## src/rtl/pipe_stage_reg.sv

```systemverilog
// Elastic pipeline-stage register with valid/ready handshake, optional two-entry skid buffer,
// synchronous flush with bubble insertion and a saturating back-pressure counter.
module pipe_stage_reg #(
  parameter int unsigned       DATA_W  = 64,
  parameter logic [DATA_W-1:0] NOP_VAL = '0,
  parameter bit                SKID    = 1'b1,
  parameter int unsigned       CNT_W   = 16
) (
  input  logic              clk,
  input  logic              rst_n,
  input  logic              in_valid,
  output logic              in_ready,
  input  logic [DATA_W-1:0] in_data,
  input  logic              flush,
  output logic              out_valid,
  input  logic              out_ready,
  output logic [DATA_W-1:0] out_data,
  input  logic              cnt_clr,
  output logic [CNT_W-1:0]  stall_cnt
);

  typedef enum logic [1:0] {StEmpty, StOne, StTwo} state_e;

  state_e            r_state, w_state_d;
  logic [DATA_W-1:0] r_main, w_main_d;
  logic [DATA_W-1:0] r_skid, w_skid_d;
  logic [CNT_W-1:0]  r_cnt, w_cnt_d;
  logic              r_in_ready, w_in_ready_d;
  logic              w_out_valid, w_in_ready;
  logic              w_in_fire, w_out_fire;

  assign w_out_valid = (r_state != StEmpty);
  // Without the skid entry the stage can only accept when its single slot drains this cycle.
  assign w_in_ready  = SKID ? r_in_ready : (!w_out_valid || out_ready);
  assign w_in_fire   = in_valid && w_in_ready;
  assign w_out_fire  = w_out_valid && out_ready;

  always_comb begin
    w_state_d = r_state;
    w_main_d  = r_main;
    w_skid_d  = r_skid;
    case (r_state)
      StEmpty: begin
        if (w_in_fire) begin
          w_state_d = StOne;
          w_main_d  = in_data;
        end
      end
      StOne: begin
        if (w_in_fire && w_out_fire) begin
          w_main_d = in_data;
        end else if (w_in_fire && SKID) begin
          w_state_d = StTwo;
          w_skid_d  = in_data;
        end else if (w_out_fire) begin
          w_state_d = StEmpty;
        end
      end
      StTwo: begin
        if (w_out_fire) begin
          w_state_d = StOne;
          w_main_d  = r_skid;
        end
      end
      default: w_state_d = StEmpty;
    endcase
    if (flush) begin
      w_state_d = StEmpty;
      w_main_d  = NOP_VAL;
      w_skid_d  = NOP_VAL;
    end
    w_in_ready_d = (w_state_d != StTwo);
  end

  always_comb begin
    w_cnt_d = r_cnt;
    if (cnt_clr) begin
      w_cnt_d = '0;
    end else if (w_out_valid && !out_ready && (r_cnt != {CNT_W{1'b1}})) begin
      w_cnt_d = r_cnt + CNT_W'(1);
    end
  end

  always_ff @(posedge clk or negedge rst_n) begin
    if (!rst_n) begin
      r_state    <= StEmpty;
      r_main     <= NOP_VAL;
      r_skid     <= NOP_VAL;
      r_cnt      <= '0;
      r_in_ready <= 1'b1;
    end else begin
      r_state    <= w_state_d;
      r_main     <= w_main_d;
      r_skid     <= w_skid_d;
      r_cnt      <= w_cnt_d;
      r_in_ready <= w_in_ready_d;
    end
  end

  assign in_ready  = w_in_ready;
  assign out_valid = w_out_valid;
  assign out_data  = w_out_valid ? r_main : NOP_VAL;
  assign stall_cnt = r_cnt;

endmodule

```

## config.mk

```make
export PLATFORM = sky130hd
export DESIGN_NAME = pipe_stage_reg
export DESIGN_NICKNAME = d
export VERILOG_FILES = /design/src/rtl/pipe_stage_reg.sv
export SDC_FILE = /design/constraint.sdc
export NUM_CORES = 1
export LEC_CHECK = 0
export CAP_MARGIN = 20
export CORE_MARGIN = 3
export CORE_UTILIZATION = 47
export DETAILED_ROUTE_END_ITERATION = 10
export MAX_ROUTING_LAYER = met4
export PLACE_DENSITY = 0.77
export SETUP_SLACK_MARGIN = 0.05
export SYNTH_ARGS = -nofsm -noshare
export SYNTH_HDL_FRONTEND = slang
export SYNTH_SLANG_ARGS = --single-unit
export TNS_END_PERCENT = 30
```

## constraint.sdc

```tcl
create_clock -name clk -period 1.8 [get_ports clk]
set_clock_uncertainty 0.2 [all_clocks]
set_input_delay 0.18 -clock clk [delete_from_list [all_inputs] [get_ports clk]]
set_output_delay 0.18 -clock clk [all_outputs]
set_load 0.03 [all_outputs]
```

==> results of run 1 <==
per-stage QoR:
step                      hold WS (ns)  instance area [um2]  setup TNS, ns  setup WS, ns  cells
after floorplan                 -0.316                 7400         -15.92        -0.148    815
after global placement         -0.0451                 9320         -35.76        -0.324   1154
after detailed placement       -0.0434                 9320         -41.70        -0.388   1154
after CTS                       0.0883                10000         -27.78        -0.193   1189
after global routing             0.111                10200         -41.17        -0.253   1198
final                           0.0760                10200         -27.67        -0.200   1198
cell usage in the layout, fill, tap and decap left out, types with 3 or more instances in the layout:
master / count
nand2_1: 259
dfrtp_1: 138
a21oi_1: 134
buf_4: 125
clkdlybuf4s50_1: 67
and2_1: 65
mux2_2: 56
clkbuf_16: 18
buf_12: 14
dlygate4sd2_1: 12
a21oi_2: 10
o31ai_1: 9
dfrtp_2: 8
or4_1: 6
buf_6: 6
nand3_1: 5
mux2_4: 5
nand4_1: 5
mux2_1: 4
nand2_2: 4
bufinv_16: 4
and3_1: 3
or4_4: 3
clkbuf_8: 3
clkinv_2: 3
clkbuf_2: 3
layout make-up:
type | count | area share (%)
flip-flops and latches | 147 | 36.2
inverters | 2 | 0.0736
repair buffers | 230 | 20.8
multi-input cells | 603 | 34.4
well taps | 184 | 2.26
clock inverters | 12 | 1.73
clock buffers | 20 | 4.58
final timing paths:
kind | from | cells after the start | to
worst max-delay path | r_state[1] | 5 | out_data[18]
worst min-delay path | rst_n | 2 | r_main[14]
worst max register to register | r_state[1] | 6 | r_main[40]
worst min register to register | r_main[16] | 1 | r_main[16]
max in group asynchronous | rst_n | 3 | r_main[59]
min in group clk | in_data[38] | 3 | r_skid[38]
repair_timing:
| action | in CTS | in global routing |
|---|---|---|
| pin swaps | 13 | 4 |
| endpoints found under the hold margin | 147 | 0 |
| setup buffers | 2 | 8 |
| cloned | 0 | 1 |
| endpoints found under the setup margin | 226 | 213 |
| gates resized for setup | 33 | 36 |
| hold buffers | 1 | 0 |
state kept, by name, summed over array words and instances, names as in the netlist:
| register | flops |
|---|---|
| r_main | 64 |
| r_skid | 64 |
| stall_cnt | 16 |
| r_state | 2 |
| in_ready | 1 |
metal layers:
| metal | vias up | routed length [um] | global-route usage [%] |
|---|---|---|---|
| li1 | 3087 | - | - |
| met1 | 3101 | 8550 | 30.8 |
| met2 | 205 | 9070 | 36.2 |
| met3 | 18 | 1120 | 5.24 |
| met4 | 0 | 233 | 5.81 |
| met5 | - | 0 | - |
worst reg2reg max path, cell delays in order, from the launching register on:
cell	delay, ns
dfrtp_2	0.43
buf_4	0.16
nand2_1	0.07
a21oi_2	0.08
a211oi_4	0.27
buf_12	0.28
mux2_2	0.38
power by group through the flow:
stage	registers, W	logic [W]	clock network [W]
after floorplan	0.00360	0.000728	0
after global placement	0.00363	0.00127	0
after detailed placement	0.00364	0.00129	0
after CTS	0.00358	0.00131	0.00385
after global routing	0.00360	0.00143	0.00401
final	0.00358	0.00132	0.00380
cells by family after synthesis:
logic type / Yosys count / share of synthesized area [%]
DFF: 147 / 50.4
adders and majority gates: 1 / 0.171
AOI/OAI and AO/OA: 164 / 12.1
buffers and inverters: 65 / 4.04
muxes: 66 / 10.2
and+or+nand+nor: 372 / 23.2
==> flow_metrics.env, run 1 <==
export IMPL_run_status="finished with violations"
export IMPL_failed_checks="negative setup slack"
export IMPL_gp_congestion=0.787
export IMPL_power_switching_w=0.00216
export IMPL_die_height_um=131
export IMPL_seq_power_share_pct=41.2
export IMPL_number_of_pins_exceeding_their_max_slew_limit_in_the_final_report=0
export IMPL_worst_slew_pin_slew_ns=0.550
export IMPL_cp_cell_sequence="nor2_2, inv_2, buf_12, and2_1, buf_4"
export IMPL_drive_above_1_share_pct=28.3
export IMPL_crit_slowest_cell="dfrtp_2"
export IMPL_synth_commonest_cells="nand2_1, dfrtp_1, a21oi_1"
export IMPL_fin_crit_sh_pct=111
export IMPL_synth_yosys_seq_area_share_pct=50.4
export IMPL_core_mm2=0.0149
export IMPL_cp_data_arrival_time_ns=1.62
export IMPL_final_nets=1072
export IMPL_mappedNetlistArea_mm2=0.00731
export IMPL_max_freq_mhz=500
export IMPL_fin_crit_ns=2.00
export IMPL_hold_viol=0
export IMPL_drtAntennaViolNets=0
export IMPL_clock_sink_count=147
export IMPL_mean_syn_cell_area_um2=8.96
export IMPL_slew_headroom_pct=63.3
export IMPL_grt_pass1_vias=6141
export IMPL_final_total_pwr_w=0.00869
export IMPL_largest_fanout_of_any_net_on_the_critical_path=51
export IMPL_wl_per_cell_um=15.8
export IMPL_total_area_of_multi_input_combinational_cells_mm2=0.00350
export IMPL_max_stage_delay_ns=0.43
export IMPL_drt_initial_drc_count=507
export IMPL_synth_main_ff_cell="dfrtp_1"
export IMPL_ff_latch_area_mm2=0.00369
export IMPL_final_setup_vio_count=202
export IMPL_num_antenna_cells=0
export IMPL_unrepaired_setup_endpoints_after_global_routing="yes"
export IMPL_max_cap_viol_count=0
export IMPL_utilization_pct=68.6
export IMPL_drc=0
export IMPL_comb_power_share_pct=15.2
export IMPL_grt_start_max_net_pins=132
export IMPL_critical_path_n_buffers_inverters=3
export IMPL_io_pins=152
export IMPL_die_w_um=131
export IMPL_worst_ep_required_time_ns=1.42
export IMPL_hold_removal_path_class="primary input to async pin"
export IMPL_synth_seq_cells=147
export IMPL_power_static_leakage_nw=4.68
export IMPL_synth_top_area_cell="dfrtp_1"
export IMPL_cts_htree_levels=4
export IMPL_drt_pass1_iter_count=5
export IMPL_yosysMostFrequentCell="nand2_1"
export IMPL_timing_final_ws_setup_ns=-0.200
export IMPL_io_buffers=151
export IMPL_tritoncts="yes"
export IMPL_critPathKind="flip-flop to output pin"
export IMPL_areal_power_density_over_the_cells_mw_per_mm2=853
export IMPL_end_kind="output pin"
export IMPL_rrSetupSlack_ns=-0.18
export IMPL_place_hpwl_um=12000
export IMPL_top_delay_family_on_crit_path="flip-flops"
export IMPL_cts_reportedPaths_clkPinSlew_ns=0.06
export IMPL_synth_edff_count=0
export IMPL_fillCellCount=1179
export IMPL_max_clock_path_buffers=2
export IMPL_power_switching_share_pct=24.8
export IMPL_die_area_mm2=0.0171
export IMPL_leading_cell_types_by_total_area_after_synthesis="dfrtp_1, nand2_1, a21oi_1"
export IMPL_mappedNetlistNets=886
export IMPL_vdd_ir_drop_max_uv=626
export IMPL_clockPowerShare_pct=43.7
export IMPL_cts_root_buffer="clkbuf_16"
export IMPL_synth_async_reset_ratio_pct=100
export IMPL_synth_top_area_share_pct=50.0
export IMPL_synth_cell_type_count=39
export IMPL_synth_yosys_warnings=0
export IMPL_area_growth_pct=39.5
export IMPL_cts_buffers=17
export IMPL_initial_core_util_pct=49.1
export IMPL_via_count=6411
export IMPL_cp_start_kind="flip-flop"
export IMPL_global_route_usage_total_pct=23.1
export IMPL_drt_vias_per_instance=5.35
export IMPL_grt_first_pass_wirelength_um=30600
export IMPL_floorplan_rows=44
export IMPL_p_int_w=0.00653
export IMPL_clk_latency_ns=0.42
export IMPL_global_route_overflow_total=0
export IMPL_number_of_antenna_violations_at_the_first_check_in_global_routing=0
export IMPL_netlist_instances=815
export IMPL_wl_um=19000
Power figures use the tool's default switching activity.
==> run 2: changes to the inputs <==
Settings changed: CORE_MARGIN 3 to 2.
==> run 2 against run 1 <==
  * The run still ends with negative setup slack left
  * Hold slack lost 0.028 ns
  * Sequential power is essentially flat
  * Global-route usage grew 1.1 points
  * Non-clock buffer count shrank 8
  * Fmax shrank 2.8%
  * Power shrank 0.83%
  * Wire length grew 7.6%
  * Clock power shrank 8.7%
  * Via count grew 1.6%
  * Largest power group is now registers
==> flow_metrics.env, run 2 (same netlist as run 1, synthesis figures left out) <==
export IMPL_hold_worst_slack_ns=0.0480
export IMPL_run_status="finished with violations"
export IMPL_hold_viol=0
export IMPL_unrepaired_setup_endpoints_after_global_routing="yes"
export IMPL_global_route_usage_total_pct=24.2
export IMPL_max_cap_viol_count=0
export IMPL_cts_htree_levels=4
export IMPL_cts_root_buffer="clkbuf_16"
export IMPL_finish_cell_count_without_fillers=1194
export IMPL_slew_headroom_pct=62.4
export IMPL_areal_power_density_over_the_cells_mw_per_mm2=814
export IMPL_max_freq_mhz=486
export IMPL_via_count=6511
export IMPL_drive_above_1_share_pct=31.1
export IMPL_cts_buffers=17
export IMPL_critPathKind="flip-flop to flip-flop"
export IMPL_grt_pass1_vias=6133
export IMPL_grt_start_max_net_pins=132
export IMPL_wl_per_cell_um=17.1
export IMPL_clk_latency_ns=0.42
export IMPL_initial_core_util_pct=48.1
export IMPL_final_total_pwr_w=0.00862
export IMPL_max_clock_path_buffers=2
export IMPL_num_antenna_cells=0
export IMPL_cp_cell_sequence="buf_6, nand3b_1, buf_4, or3b_4, clkbuf_16, nand2_1, a21oi_1"
export IMPL_area_growth_pct=44.9
export IMPL_mostFrequentLayoutCells="nand2_1, a21oi_1, dfrtp_1"
export IMPL_reg2reg_to="r_skid[37]"
export IMPL_r2r_start="r_state[1]"
export IMPL_number_of_antenna_violations_at_the_first_check_in_global_routing=0
export IMPL_die_height_um=129
export IMPL_max_stage_delay_ns=0.42
export IMPL_place_hpwl_um=11600
export IMPL_worst_slew_pin_slew_ns=0.564
export IMPL_cts_reportedPaths_clkPinSlew_ns=0.06
export IMPL_top_delay_family_on_crit_path="simple AND/OR/NAND/NOR gates"
export IMPL_io_buffers=151
export IMPL_die_w_um=129
export IMPL_final_nets=1064
export IMPL_drt_initial_drc_count=521
export IMPL_worst_ep_required_time_ns=1.88
export IMPL_drt_pass1_iter_count=5
export IMPL_rrSetupSlack_ns=-0.26
export IMPL_global_route_overflow_total=0
export IMPL_hold_removal_path_class="primary input to async pin"
export IMPL_r2r_worst_path_cells=7
export IMPL_critical_path_n_buffers_inverters=3
export IMPL_vdd_ir_drop_max_uv=704
export IMPL_fin_crit_sh_pct=114
export IMPL_cp_data_arrival_time_ns=2.14
export IMPL_fin_crit_ns=2.06
export IMPL_number_of_pins_exceeding_their_max_slew_limit_in_the_final_report=0
export IMPL_drt_vias_per_instance=5.45
export IMPL_final_setup_vio_count=209
export IMPL_end_kind="flip-flop"
export IMPL_power_static_leakage_nw=4.92
export IMPL_die_area_mm2=0.0166
export IMPL_timing_final_ws_setup_ns=-0.257
export IMPL_place_detailed_instances=1149
export IMPL_floorplan_rows=45
export IMPL_drtAntennaViolNets=0
export IMPL_drc=0
export IMPL_io_pins=152
export IMPL_tritoncts="yes"
export IMPL_cp_start_kind="flip-flop"
export IMPL_core_mm2=0.0152
export IMPL_crit_slowest_cell="or3b_4"
export IMPL_most_frequent_standard_cell_in_the_layout_excluding_fill_and_tap_cells="nand2_1"
export IMPL_gp_congestion=0.784
export IMPL_failed_checks="negative setup slack"
export IMPL_wl_um=20400
export IMPL_clock_sink_count=147
export IMPL_grt_first_pass_wirelength_um=30900
export IMPL_largest_fanout_of_any_net_on_the_critical_path=25
## run 2: changes by cell type in the layout (fill, tap and decap cells not counted), moves of 6 or more
| cell | previous run | this run |
|---|---|---|
| dlymetal6s2s_1 | 0 | 10 |
| and2_4 | 0 | 54 |
| mux2_2 | 56 | 41 |
| a21oi_1 | 134 | 140 |
| buf_6 | 6 | 71 |
| a21oi_2 | 10 | 4 |
| mux2_4 | 5 | 20 |
| and2_1 | 65 | 11 |
| buf_4 | 125 | 46 |
| dlygate4sd2_1 | 12 | 1 |
## run 2: area by class of cell
type	instances	area [um2]
clock inverters	8	73.8
repair buffers	222	2460
inverters	2	10.0
multi-input cells	603	3620
clock buffers	24	502
flip-flops and latches	147	3690
well taps	188	235
fillers	1143	4620
## run 2: how the worst max path moves through the flow
| stage | startpoint | endpoint | slack, ns | cells past startpoint |
|---|---|---|---|---|
| after floorplan | r_state[1] | r_main[10] | -0.15 | 5 |
| after global placement | out_ready | r_main[49] | -0.40 | 5 |
| after detailed placement | out_ready | r_main[41] | -0.42 | 5 |
| after CTS | r_state[1] | out_data[55] | -0.29 | 6 |
| after global routing | stall_cnt[0] | stall_cnt[7] | -0.33 | 7 |
| final | r_state[1] | r_skid[37] | -0.26 | 7 |
## run 2: power by group
group	total (W)	internal, W	switching [W]
Sequential	0.00360	0.00349	0.000111
Clock	0.00347	0.00208	0.00139
Combinational	0.00155	0.000790	0.000760
## run 2: per-stage QoR
step,TNS (ns),utilization [%],area (um2),setup WS (ns)
after detailed placement,-50.48,61.2,9300,-0.421
after CTS,-41.79,65.2,9910,-0.290
after floorplan,-15.92,-,7400,-0.148
final,-38.56,69.6,10600,-0.257
after global routing,-50.60,69.6,10600,-0.334
after global placement,-47.29,61.2,9300,-0.404
## run 2: per-layer routing
layer  global-route usage, %  share of wire (%)
met1                    32.1                 45
met2                    38.3                 49
met3                    5.07                5.3
met4                    6.39                1.3
met5                       -                  0
## run 2: repair_timing
item	4_1_cts	5_1_grt
endpoints found under the setup margin	225	223
endpoints found under the hold margin	147	0
pin swaps	5	33
cloned	1	6
hold buffers	1	0
setup buffers	1	4
resized for setup	221	167
